===== config.mk =====
export PLATFORM = sky130hd
export DESIGN_NAME = conv_window_3x3
export DESIGN_NICKNAME = d
export VERILOG_FILES = /design/src/rtl/conv_pkg.sv /design/src/rtl/line_buffer.sv /design/src/rtl/conv_window_3x3.sv
export SDC_FILE = /design/constraint.sdc
export NUM_CORES = 1
export LEC_CHECK = 0
export ABC_CLOCK_PERIOD_IN_PS = 6300
export CAP_MARGIN = 10
export CORE_MARGIN = 2
export CORE_UTILIZATION = 45
export DETAILED_ROUTE_END_ITERATION = 10
export GPL_TIMING_DRIVEN = 0
export PLACE_DENSITY_LB_ADDON = 0.12
export SYNTH_ARGS = -nofsm -noshare
export SYNTH_HDL_FRONTEND = slang
export SYNTH_SLANG_ARGS = --single-unit

===== constraint.sdc =====
create_clock -name clk -period 6.3 [get_ports clk]
set_clock_uncertainty 0.05 [all_clocks]
set_input_delay 0.63 -clock clk [delete_from_list [all_inputs] [get_ports clk]]
set_output_delay 0.63 -clock clk [all_outputs]
set_load 0.02 [all_outputs]

===== src/rtl/conv_pkg.sv =====
// Shared definitions for the 3x3 convolution window builder: pixel type,
// window geometry, window element indices and FSM state encoding.
package conv_pkg;

    localparam int PIXEL_W = 12;
    typedef logic [PIXEL_W-1:0] pixel_t;

    localparam int WIN_SIZE  = 3;
    localparam int WIN_ELEMS = 9;

    // Row-major window element indices, top-left to bottom-right
    localparam int W_TL = 0;
    localparam int W_TC = 1;
    localparam int W_TR = 2;
    localparam int W_ML = 3;
    localparam int W_MC = 4;
    localparam int W_MR = 5;
    localparam int W_BL = 6;
    localparam int W_BC = 7;
    localparam int W_BR = 8;

    localparam logic [1:0] ST_FILL   = 2'd0;
    localparam logic [1:0] ST_STREAM = 2'd1;
    localparam logic [1:0] ST_DONE   = 2'd2;

endpackage


===== src/rtl/line_buffer.sv =====
// Single-row pixel store: combinational read and synchronous write at the
// same address, so a read in the write cycle returns the previous contents.
module line_buffer #(
    parameter  int DEPTH = 32,
    parameter  int WIDTH = 12,
    localparam int AW    = $clog2(DEPTH)
) (
    input  logic             clk,
    input  logic             wr_en,
    input  logic [AW-1:0]    addr,
    input  logic [WIDTH-1:0] wr_data,
    output logic [WIDTH-1:0] rd_data
);

    logic [WIDTH-1:0] mem_q [DEPTH];

    assign rd_data = mem_q[addr];

    // Contents are left unreset; every entry is rewritten before it can
    // reach an emitted window.
    always_ff @(posedge clk) begin
        if (wr_en) begin
            mem_q[addr] <= wr_data;
        end
    end

endmodule


===== src/rtl/conv_window_3x3.sv =====
// Turns a raster-order pixel stream into registered 3x3 neighbourhoods, one
// per interior pixel, with centre coordinates and a sticky end-of-frame flag.
module conv_window_3x3
    import conv_pkg::*;
#(
    parameter  int N          = PIXEL_W,
    parameter  int IMG_WIDTH  = 32,
    parameter  int IMG_HEIGHT = 32,
    localparam int CW         = $clog2(IMG_WIDTH),
    localparam int RW         = $clog2(IMG_HEIGHT)
) (
    input  logic                   clk,
    input  logic                   reset,
    input  logic [N-1:0]           in_pixel,
    input  logic                   in_valid,
    output logic [WIN_ELEMS*N-1:0] window,
    output logic                   window_valid,
    output logic [RW-1:0]          win_row,
    output logic [CW-1:0]          win_col,
    output logic                   frame_done
);

    logic [1:0]             state_q, state_d;
    logic [CW-1:0]          col_q, col_d;
    logic [RW-1:0]          row_q, row_d;
    logic [N-1:0]           sr_q [WIN_ELEMS];
    logic [N-1:0]           sr_d [WIN_ELEMS];
    logic [WIN_ELEMS*N-1:0] window_q, window_d;
    logic                   window_valid_q, window_valid_d;
    logic [RW-1:0]          win_row_q, win_row_d;
    logic [CW-1:0]          win_col_q, win_col_d;
    logic                   frame_done_q, frame_done_d;

    logic         accept;
    logic         emit;
    logic         col_last;
    logic         row_last;
    logic [N-1:0] top_px;
    logic [N-1:0] mid_px;

    line_buffer #(.DEPTH(IMG_WIDTH), .WIDTH(N)) u_lb1 (
        .clk     (clk),
        .wr_en   (accept),
        .addr    (col_q),
        .wr_data (in_pixel),
        .rd_data (mid_px)
    );

    line_buffer #(.DEPTH(IMG_WIDTH), .WIDTH(N)) u_lb2 (
        .clk     (clk),
        .wr_en   (accept),
        .addr    (col_q),
        .wr_data (mid_px),
        .rd_data (top_px)
    );

    // The c>=2 qualifier is what hides columns left over from the previous row
    always_comb begin
        accept   = in_valid && (state_q != ST_DONE);
        col_last = (col_q == CW'(IMG_WIDTH - 1));
        row_last = (row_q == RW'(IMG_HEIGHT - 1));
        emit     = accept && (state_q == ST_STREAM) && (col_q >= CW'(WIN_SIZE - 1));

        state_d        = state_q;
        col_d          = col_q;
        row_d          = row_q;
        sr_d           = sr_q;
        window_d       = window_q;
        window_valid_d = emit;
        win_row_d      = win_row_q;
        win_col_d      = win_col_q;
        frame_done_d   = frame_done_q;

        if (accept) begin
            sr_d[W_TL] = sr_q[W_TC];
            sr_d[W_TC] = sr_q[W_TR];
            sr_d[W_TR] = top_px;
            sr_d[W_ML] = sr_q[W_MC];
            sr_d[W_MC] = sr_q[W_MR];
            sr_d[W_MR] = mid_px;
            sr_d[W_BL] = sr_q[W_BC];
            sr_d[W_BC] = sr_q[W_BR];
            sr_d[W_BR] = in_pixel;

            if (col_last) begin
                col_d = '0;
                if (row_last) begin
                    state_d      = ST_DONE;
                    frame_done_d = 1'b1;
                end else begin
                    row_d = row_q + RW'(1);
                    if (row_q == RW'(1)) begin
                        state_d = ST_STREAM;
                    end
                end
            end else begin
                col_d = col_q + CW'(1);
            end
        end

        if (emit) begin
            for (int i = 0; i < WIN_ELEMS; i++) begin
                window_d[i*N +: N] = sr_d[i];
            end
            win_row_d = row_q - RW'(1);
            win_col_d = col_q - CW'(1);
        end
    end

    always_ff @(posedge clk) begin
        if (reset) begin
            state_q        <= ST_FILL;
            col_q          <= '0;
            row_q          <= '0;
            window_q       <= '0;
            window_valid_q <= 1'b0;
            win_row_q      <= '0;
            win_col_q      <= '0;
            frame_done_q   <= 1'b0;
            for (int i = 0; i < WIN_ELEMS; i++) begin
                sr_q[i] <= '0;
            end
        end else begin
            state_q        <= state_d;
            col_q          <= col_d;
            row_q          <= row_d;
            window_q       <= window_d;
            window_valid_q <= window_valid_d;
            win_row_q      <= win_row_d;
            win_col_q      <= win_col_d;
            frame_done_q   <= frame_done_d;
            for (int i = 0; i < WIN_ELEMS; i++) begin
                sr_q[i] <= sr_d[i];
            end
        end
    end

    assign window       = window_q;
    assign window_valid = window_valid_q;
    assign win_row      = win_row_q;
    assign win_col      = win_col_q;
    assign frame_done   = frame_done_q;

endmodule


==> results.md, run 1 <==
- Share of layout cells above drive strength 1: roughly 16%
- Worst setup SP type: register
- Period minus WS final: about 3700 ps
- Mapped Area: a little under 40000 um2
- Initial antenna violation count: 1
- Worst hold margin: 421 ps
- Post-CTS Setup Repair Bufs: 0
- Crit-path max FO: 10
- Initial drt markers: 1883
- CP bufs+invs: 4
- Pins Over Slew Limit: 0
- Remaining antenna violation count: 0
- CP max stage cell: nor4_2
- Largest net degree at the start of global routing: 34
- Clk slew on worst S/H paths: 60 ps
- Final WL: 107000 um
- Die Area: 88400 um2
- Actual slew at the worst max-slew pin: 1220 ps
- Hold_sp: window[70]$_SDFFE_PP0P_
- Starting Density: 45.4%
- Clk network pwr share: between 40% and 50%
- CP top delay family: buffers and inverters
- Cell count after placement: 3761
- Tcrit/Tclk final: 59.0%
- Final hold violation count: 0
- Total negative setup slack: 0 ps
- WS Path Type: register to register
- Total gr overflow: 0
- Sequential group share of total power: 52.4%
- IO buf count: around 130
- Core Region: 85300 um2
- Routed WL per cell: between 20 and 30 um
- Comb power frac: 6.2%
- Vias in the first global route: 22362
- Ys async rst share: 0%
- Crit path largest cell delay: 880 ps
- Max-Slew Margin vs Limit: 18.0%
- Vias per inst: 5.67
- Die width: 297 um
- NetSw: around 3100 uW
- CTS tree: done
- Final Wtd Congestion: 0.821
- RSZ-0062 raised after global routing: no
- Switching Share: 21.8%
- # rows: 107
- Setup violators final: 0
- Clock sink count: 1013
- Hold bufs inserted after CTS: 0
- Yosys reg bits: 1013
- Worst path cell trace: nor2_1 -> clkbuf_1 -> buf_1 -> a22oi_1 -> a21oi_1 -> nor4_2 -> buf_4 -> buf_4 -> a22o_1
- Most Frequent Cell on Critical Path: buf_4
- WP data arrival: ~4300 ps
- Cells after Synth: 2417
- Post_cts resized: 0
- H-tree depth reported by CTS: 3
- Clock buffer depth: 3
- Fmax: 0.269 GHz
- Power Density: roughly 300 nW/um2
- Leakage: 0.0151 uW
- Syn Nets: 2443
- Yosys Warn Count: 0
- Worst Hold Class: register to register
- CTS buffer count: 99
- DRC viols: 0
- Max VDD drop: 190 uV
- Fin nets: 2748
- CTS root buffer: clkbuf_16
- ANT cells: 0
- Seq/Total Area, Yosys: 72.2%
- Netlist cell types: 42
- Area growth syn-to-layout: 19.7%
- Vias: 22391
- First-pass GRT wire length: 153000 um
- Later-pin clock latency in the skew report: 650 ps
- CP endpoint kind: register
- Dpl hpwl: 73100 um
- Max Cap Viol: 0
- I/O pin count: 135
- Main synth FF type: edfxtp_1
- Number of synthesized flops with an enable pin: ~770
- Fin cells: 3946
- Power Internal: 10900 uW
- Gr usage total: 23.8%
- Outcome: complete, no violations
- Drt first pass iters: 7
- Die span in y: 297 um
- Total power: 14000 uW
- Critical path required time: 6840 ps
- Avg Cell Area, Syn: 16.0 um2
[power groups by stage]
stage               clock network (uW)  logic, uW  registers (uW)
finish                            5790        860            7320
global route                      6130        905            7330
CTS                               5860        853            7330
detailed placement                   0        851            7470
global placement                     0        750            7480
floorplan                            0        458            7460
[routing by layer]
layer,vias to the layer above,GRT usage (%),routed length (um)
met5,-,0,13
met4,2,6.02,2180
met3,123,3.45,6760
met2,786,40.1,52100
met1,11482,32.3,45900
li1,9998,-,-
[cell usage after synthesis, drive strengths merged (2+ instances only)]
master | number | area share [%]
xnor2 | 6 | 0.14
mux2i | 472 | 12
and3 | 7 | 0.11
buf | 88 | 1.5
a22oi | 192 | 3.7
nand3 | 2 | 0.026
clkbuf | 74 | 0.74
nor2b | 5 | 0.081
a21oi | 107 | 1.4
nand3b | 4 | 0.078
o21ai | 4 | 0.052
or3b | 2 | 0.045
a31oi | 2 | 0.032
inv | 7 | 0.068
nor4 | 24 | 0.52
dfxtp | 245 | 13
nand2b | 2 | 0.032
ha | 11 | 0.36
a22o | 48 | 1.1
or3 | 4 | 0.065
nor3 | 3 | 0.052
nand2 | 13 | 0.13
and2 | 2 | 0.032
a211oi | 90 | 2.9
edfxtp | 768 | 60
xor2 | 2 | 0.045
nor2 | 226 | 2.2
[layout by cell type, fill, tap and decap left out, types with 7 or more instances in the layout]
cell and instances:
buf_12 9, a21oi_1 107, a211oi_2 90, buf_4 34, a22oi_1 192, ha_1 11, dfxtp_1 245, buf_1 16
mux2i_1 472, clkbuf_8 10, buf_2 34, clkbuf_16 104, clkbuf_1 86, buf_6 26, edfxtp_1 768, buf_16 32
a22o_1 48, clkdlybuf4s50_1 132, buf_8 8, nor2_1 197, clkinv_1 17, nand2_1 13, clkinv_2 23, inv_1 7
nor4_1 12, nor4_4 8, nor2_4 29
[state kept, by name (all words and copies together) (netlist names), named ones only]
| name | cells |
|---|---|
| state_q | 2 |
| sr_q | 108 |
| win_row | 5 |
| window | 108 |
| u_lb1.mem_q | 384 |
| win_col | 5 |
| u_lb2.mem_q | 384 |
| frame_done | 1 |
| col_q | 5 |
| row_q | 5 |
| window_valid | 1 |
[worst reg2reg max path: stages, from the launching register on]
cell      delay [ps]
dfxtp_1          700
nor2_1           140
clkbuf_1         360
buf_1            370
a22oi_1          320
a21oi_1          190
nor4_2           880
buf_4            310
buf_4            180
a22o_1           150
[per-stage QoR]
step	setup WS [ps]	util, %	area, um2
final	2580	54.4	46400
after CTS	2520	54.3	46300
after global placement	-2030	48.7	41500
after floorplan	2630	-	38700
after detailed placement	2010	50.5	43100
after global routing	2390	54.4	46400
[worst paths after layout]
kind | end | slack [ps] | cells after the start
min reg2reg | window[70]$_SDFFE_PP0P_ | 420 | 1
max | sr_q[37]$_SDFF_PP0_ | 2580 | 9
min | window[70]$_SDFFE_PP0P_ | 420 | 1
max reg2reg | sr_q[37]$_SDFF_PP0_ | 2580 | 9
[layout make-up]
class,instances,area (um2)
Timing Repair Buffer,204,2720
Fill cell,6852,38900
Buffer,162,875
Sequential cell,1013,28000
Multi-Input combinational cell,1235,10200
Clock inverter,52,407
Tap cell,1144,1430
Inverter,7,26.3
Clock buffer,129,2780
[logic make-up (layout without fill, tap and decap cells)]
group / count (synthesis) / in the layout / share of synthesized area (%)
flip-flops: 1013 / 1013 / 72.2
multiplexers: 472 / 472 / 12.2
AO/OA/AOI/OAI: 447 / 447 / 9.31
AND/OR/NAND/NOR: 297 / 297 / 3.43
buffers and inverters: 169 / 554 / 2.33
adder cells (fa/ha/maj): 11 / 11 / 0.355
XOR/XNOR: 8 / 8 / 0.181
No activity file was read; power rests on OpenSTA's default activity.
==> run 2: changes to the inputs <==
--- a/config.mk
+++ b/config.mk
@@ -5,7 +5,7 @@
 export SDC_FILE = /design/constraint.sdc
 export NUM_CORES = 1
 export LEC_CHECK = 0
-export ABC_CLOCK_PERIOD_IN_PS = 6300
+export ABC_CLOCK_PERIOD_IN_PS = 3200
 export CAP_MARGIN = 10
 export CORE_MARGIN = 2
 export CORE_UTILIZATION = 45
==> constraint.sdc (replaced) <==
create_clock -name clk -period 3.2 [get_ports clk]
set_clock_uncertainty 0.05 [all_clocks]
set_input_delay 0.32 -clock clk [delete_from_list [all_inputs] [get_ports clk]]
set_output_delay 0.32 -clock clk [all_outputs]
set_load 0.02 [all_outputs]
==> results.md, run 2 (same netlist as run 1, synthesis figures left out) <==
- Outcome: finished, violations left
- Violated checks: setup timing
- Routed WL per cell: about 28 um
- Total gr overflow: 0
- Vias in the first global route: 22550
- Max VDD drop: around 500 uV
- DRC viols: 0
- Crit path largest cell delay: 910 ps
- Fillers: 6833
- Die width: just under 300 um
- Fmax: 0.311 GHz
- Largest net degree at the start of global routing: 34
- Hold depth: 1
- Starting Density: a little under half
- Period minus WS final: 3210 ps
- Setup violators final: 1
- Critical path required time: 3720 ps
- Actual slew at the worst max-slew pin: about 1100 ps
- Tcrit/Tclk final: 100%
- Hold worst-path end: u_lb1.mem_q[14][7]$_DFFE_PP_
- CP top delay family: buffers and inverters
- Most Frequent Cell on Critical Path: buf_2
- WP data arrival: 3730 ps
- RSZ-0062 raised after global routing: no
- Most frequent cells in the layout: 768 x edfxtp_1, 472 x mux2i_1, 244 x dfxtp_1, 197 x nor2_1, 192 x a22oi_1
- # rows: 107
- I/O pin count: 135
- Worst setup SP type: register
- Share of layout cells above drive strength 1: ~17%
- Initial antenna violation count: 0
- Remaining antenna violation count: 0
- CP max stage cell: nor4_1
- First-pass GRT wire length: roughly 160000 um
- Crit-path max FO: 10
- Most common cell after layout, fill and taps aside: edfxtp_1
- CP endpoint kind: register
- Gr usage total: 24.2%
- Initial drt markers: 2323
- CTS tree: done
- FF-to-FF setup slack: -10 ps
- Finished Core Util: between 50% and 60%
- Final Wtd Congestion: 0.871
- Max-Slew Margin vs Limit: between 20% and 30%
- CTS buffer count: 100
- Vias: 22500
- Setup slack at placement: -833 ps
- Clock sink count: 1013
- Hold_sp: in_pixel[7]
- Area growth syn-to-layout: 20.5%
- H-tree depth reported by CTS: 3
- Die Area: 88400 um2
- WS Path Type: register to register
- Worst Hold Class: primary input to register
- Vias per inst: 5.68
- Power Density: 595 nW/um2
- Final hold violation count: 0
- Max Cap Viol: 0
- Core Region: between 80000 and 90000 um2
- Pins Over Slew Limit: 0
- CTS root buffer: clkbuf_16
- Reg2reg end: window[25]$_SDFFE_PP0P_
- Sequential Area: approximately 28000 um2
- CP bufs+invs: 3
- Leakage: 0.0152 uW
- Clk slew on worst S/H paths: about 60 ps
- Dpl hpwl: 72900 um
- ANT cells: 0
- Setup WS post-layout: -12.1 ps
- Later-pin clock latency in the skew report: approximately 650 ps
- Die span in y: 297 um
- IO buf count: 133
- Area of the multi-input gates: roughly 10000 um2
- Drt first pass iters: 6
- Final Instance Area: roughly 47000 um2
- Total negative setup slack: -12.1 ps
- Final WL: 109000 um
- Fin nets: 2766
- Worst path cell trace: buf_2 -> buf_2 -> buf_2 -> mux2i_1 -> a22oi_1 -> a21oi_1 -> nor4_1 -> a22o_1
- R2R depth: 8
- Top Registers: u_lb1.mem_q (384), u_lb2.mem_q (384)
- Clock buffer depth: 3
- Post-DP Area: 43000 um2
[run 2: changes by cell type in the layout (fill, tap and decap cells not counted), sizes merged]
cell,change
buf,+21
clkdlybuf4s50,-5
bufinv,+4
inv,-3
clkinv,-1
clkinvlp,+1
nor2,+1
[run 2: what timing repair did]
action / 4_1_cts / 5_1_grt
hold buffers: 0 / 0
resized for setup: 11 / 20
endpoints found under the hold margin: 0 / 0
setup buffers: 25 / 3
endpoints found under the setup margin: 613 / 88
cloned: 1 / 0
pin swaps: 13 / 2
[run 2: area by class of cell]
cell class,instances,share of cell area (%)
clock buffer,129,5.82
buffer,162,1.91
tap,1144,3.07
timing repair buffer,220,6.11
sequential,1013,59.9
clock inverter,53,1.08
inverter,7,0.0563
multi-input combinational,1236,22.0
[run 2: worst max-delay path by stage]
| stage | from | cells after the start | endpoint |
|---|---|---|---|
| 3_3_place_gp | register | 5 | u_lb2.mem_q[1][4]$_DFFE_PP_ |
| 2_1_floorplan | register | 7 | u_lb2.mem_q[0][11]$_DFFE_PP_ |
| 5_1_grt | state_q[1]$_SDFFE_PP0P_ | 7 | u_lb1.mem_q[8][5]$_DFFE_PP_ |
| 6_report | register | 8 | window[25]$_SDFFE_PP0P_ |
| 4_1_cts | register | 8 | window[27]$_SDFFE_PP0P_ |
| 3_5_place_dp | in_valid | 7 | u_lb2.mem_q[8][9]$_DFFE_PP_ |
[run 2: metal layers]
metal	track usage (%)	vias up	share of wire (%)
li1	-	10019	-
met1	31.8	11402	41
met2	39.8	913	48
met3	5.18	166	7.9
met4	8.30	0	3.1
met5	0	-	0
[run 2: worst register-to-register path: cells and delay by family (launching register included)]
kind | cells | cell delay, ps
buf+inv | 3 | 1110
simple gates | 1 | 910
mux | 1 | 140
flops | 1 | 300
compound gates | 3 | 640
[run 2: metrics by stage]
stage | power, uW | hold WS (ps) | cells
global placement | 16200 | 411 | 3694
finish | 27800 | 202 | 3964
CTS | 27900 | 248 | 3961
detailed placement | 16400 | 408 | 3753
global route | 28500 | 230 | 3964
floorplan | 15600 | 369 | 2417
[run 2: report_power, final]
part	switching [uW]	total [uW]	internal (uW)
registers	55.8	14400	14400
logic	1140	1730	589
clock network	4840	11600	6760
==> run 3: changes to the inputs <==
--- a/config.mk
+++ b/config.mk
@@ -10,7 +10,7 @@
 export CORE_MARGIN = 2
 export CORE_UTILIZATION = 45
 export DETAILED_ROUTE_END_ITERATION = 10
-export GPL_TIMING_DRIVEN = 0
+export GPL_TIMING_DRIVEN = 1
 export PLACE_DENSITY_LB_ADDON = 0.12
 export SYNTH_ARGS = -nofsm -noshare
 export SYNTH_HDL_FRONTEND = slang
==> results.md, run 3 (same netlist as run 1, synthesis figures left out) <==
- Final WL: a little over 100000 um
- Power Density: 613 nW/um2
- Post-DP Area: 42700 um2
- RSZ-0062 raised after global routing: no
- CTS root buffer: clkbuf_16
- Critical path required time: roughly 3800 ps
- Initial antenna violation count: 3
- Actual slew at the worst max-slew pin: 1090 ps
- Period minus WS final: 2950 ps
- Die span in y: 297 um
- Worst setup SP type: register
- Vias per inst: 5.64
- WS Path Type: register to register
- Total gr overflow: 0
- IO buf count: 134
- WP data arrival: 3510 ps
- Crit-path max FO: 59
- CTS tree: done
- H-tree depth reported by CTS: 3
- Initial drt markers: around 2300
- Most frequent cells in the layout: 768 x edfxtp_1, 472 x mux2i_1, 243 x dfxtp_1, 193 x nor2_1, 192 x a22oi_1
- Vias: about 22000
- # rows: roughly 110
- Starting Density: between 40% and 50%
- Max VDD drop: 467 uV
- Clock buffer depth: 3
- CTS buffer count: 104
- Final Instance Area: 46200 um2
- Later-pin clock latency in the skew report: 670 ps
- Top Registers: u_lb1.mem_q (384), u_lb2.mem_q (384)
- First-pass GRT wire length: 149000 um
- Total negative setup slack: 0 ps
- ANT cells: 0
- Routed WL per cell: approximately 27 um
- Die Area: 88400 um2
- Most common cell after layout, fill and taps aside: edfxtp_1
- Largest net degree at the start of global routing: 119
- Leakage: 0.0150 uW
- CP endpoint kind: register
- Worst Hold Class: primary input to register
- Clock sink count: 1013
- Outcome: complete, no violations
- Die width: 297 um
- Remaining antenna violation count: 0
- Final hold violation count: 0
- Fin nets: 2663
- Max Cap Viol: 0
- Vias in the first global route: 21680
- Final Wtd Congestion: 0.777
- I/O pin count: 135
- Post_cts resized: 0
- Pins Over Slew Limit: 0
- Setup violators final: 0
- Gr usage total: 23.1%
- Post-CTS Setup Repair Bufs: 0
- Dpl hpwl: 58700 um
- Tcrit/Tclk final: 92.1%
- Max-Slew Margin vs Limit: 26.7%
- Drt first pass iters: 5
- DRC viols: 0
- Core Region: around 85000 um2
- Fmax: 0.339 GHz
- Clk slew on worst S/H paths: 60 ps
- Share of layout cells above drive strength 1: approximately 17%
- Area growth syn-to-layout: 19.4%
- Hold bufs inserted after CTS: 0
[run 3: layer usage]
metal,global-route usage (%),wire length (um),vias to the layer above
li1,-,-,9837
met3,4.27,7010,124
met1,32.3,45600,11148
met4,6.22,2150,0
met5,0,0,-
met2,37.3,48600,735
[run 3: path summary, 6_finish.rpt]
kind,start,endpoint,slack (ps),cells after the start
min,reset,row_q[0]$_SDFFE_PP0P_,170,2
min reg2reg,sr_q[40]$_SDFF_PP0_,sr_q[40]$_SDFF_PP0_,430,1
max,register,window[60]$_SDFFE_PP0P_,250,8
max reg2reg,register,window[60]$_SDFFE_PP0P_,250,8
[run 3: power breakdown]
group / switching [uW] / leakage (uW) / total [uW] / internal [uW]
clock network: 5010 / 0.00175 / 12400 / 7360
registers: 87.2 / 0.00889 / 14500 / 14400
logic: 977 / 0.00438 / 1540 / 560
[run 3: cell type report]
| cell class | instances | area (um2) |
|---|---|---|
| fill | 6851 | 39000 |
| multi-input combinational | 1235 | 10300 |
| tap | 1144 | 1430 |
| inverter | 7 | 26.3 |
| timing repair buffer | 276 | 2970 |
| clock inverter | 66 | 693 |
| sequential | 1013 | 28000 |
| clock buffer | 131 | 2850 |
[run 3: worst max-delay path, stage by stage (launching register included)]
cell and delay [ps]:
dfxtp_4 670, buf_12 390, buf_4 300, mux2i_1 110, a22oi_1 220, a21oi_1 140, nor4_4 490, buf_12 250
a22o_1 160
[run 3: through the flow]
stage | instances | util [%] | power [uW] | hold WS [ps] | worst slack (ps)
floorplan | 2417 | - | 15600 | 369 | 381
global route | 3872 | 54.2 | 29200 | 192 | 133
global placement | 3675 | 50.1 | 16200 | 411 | 384
finish | 3872 | 54.2 | 28400 | 174 | 253
detailed placement | 3675 | 50.1 | 16300 | 404 | 322
CTS | 3872 | 54.2 | 28600 | 158 | 322
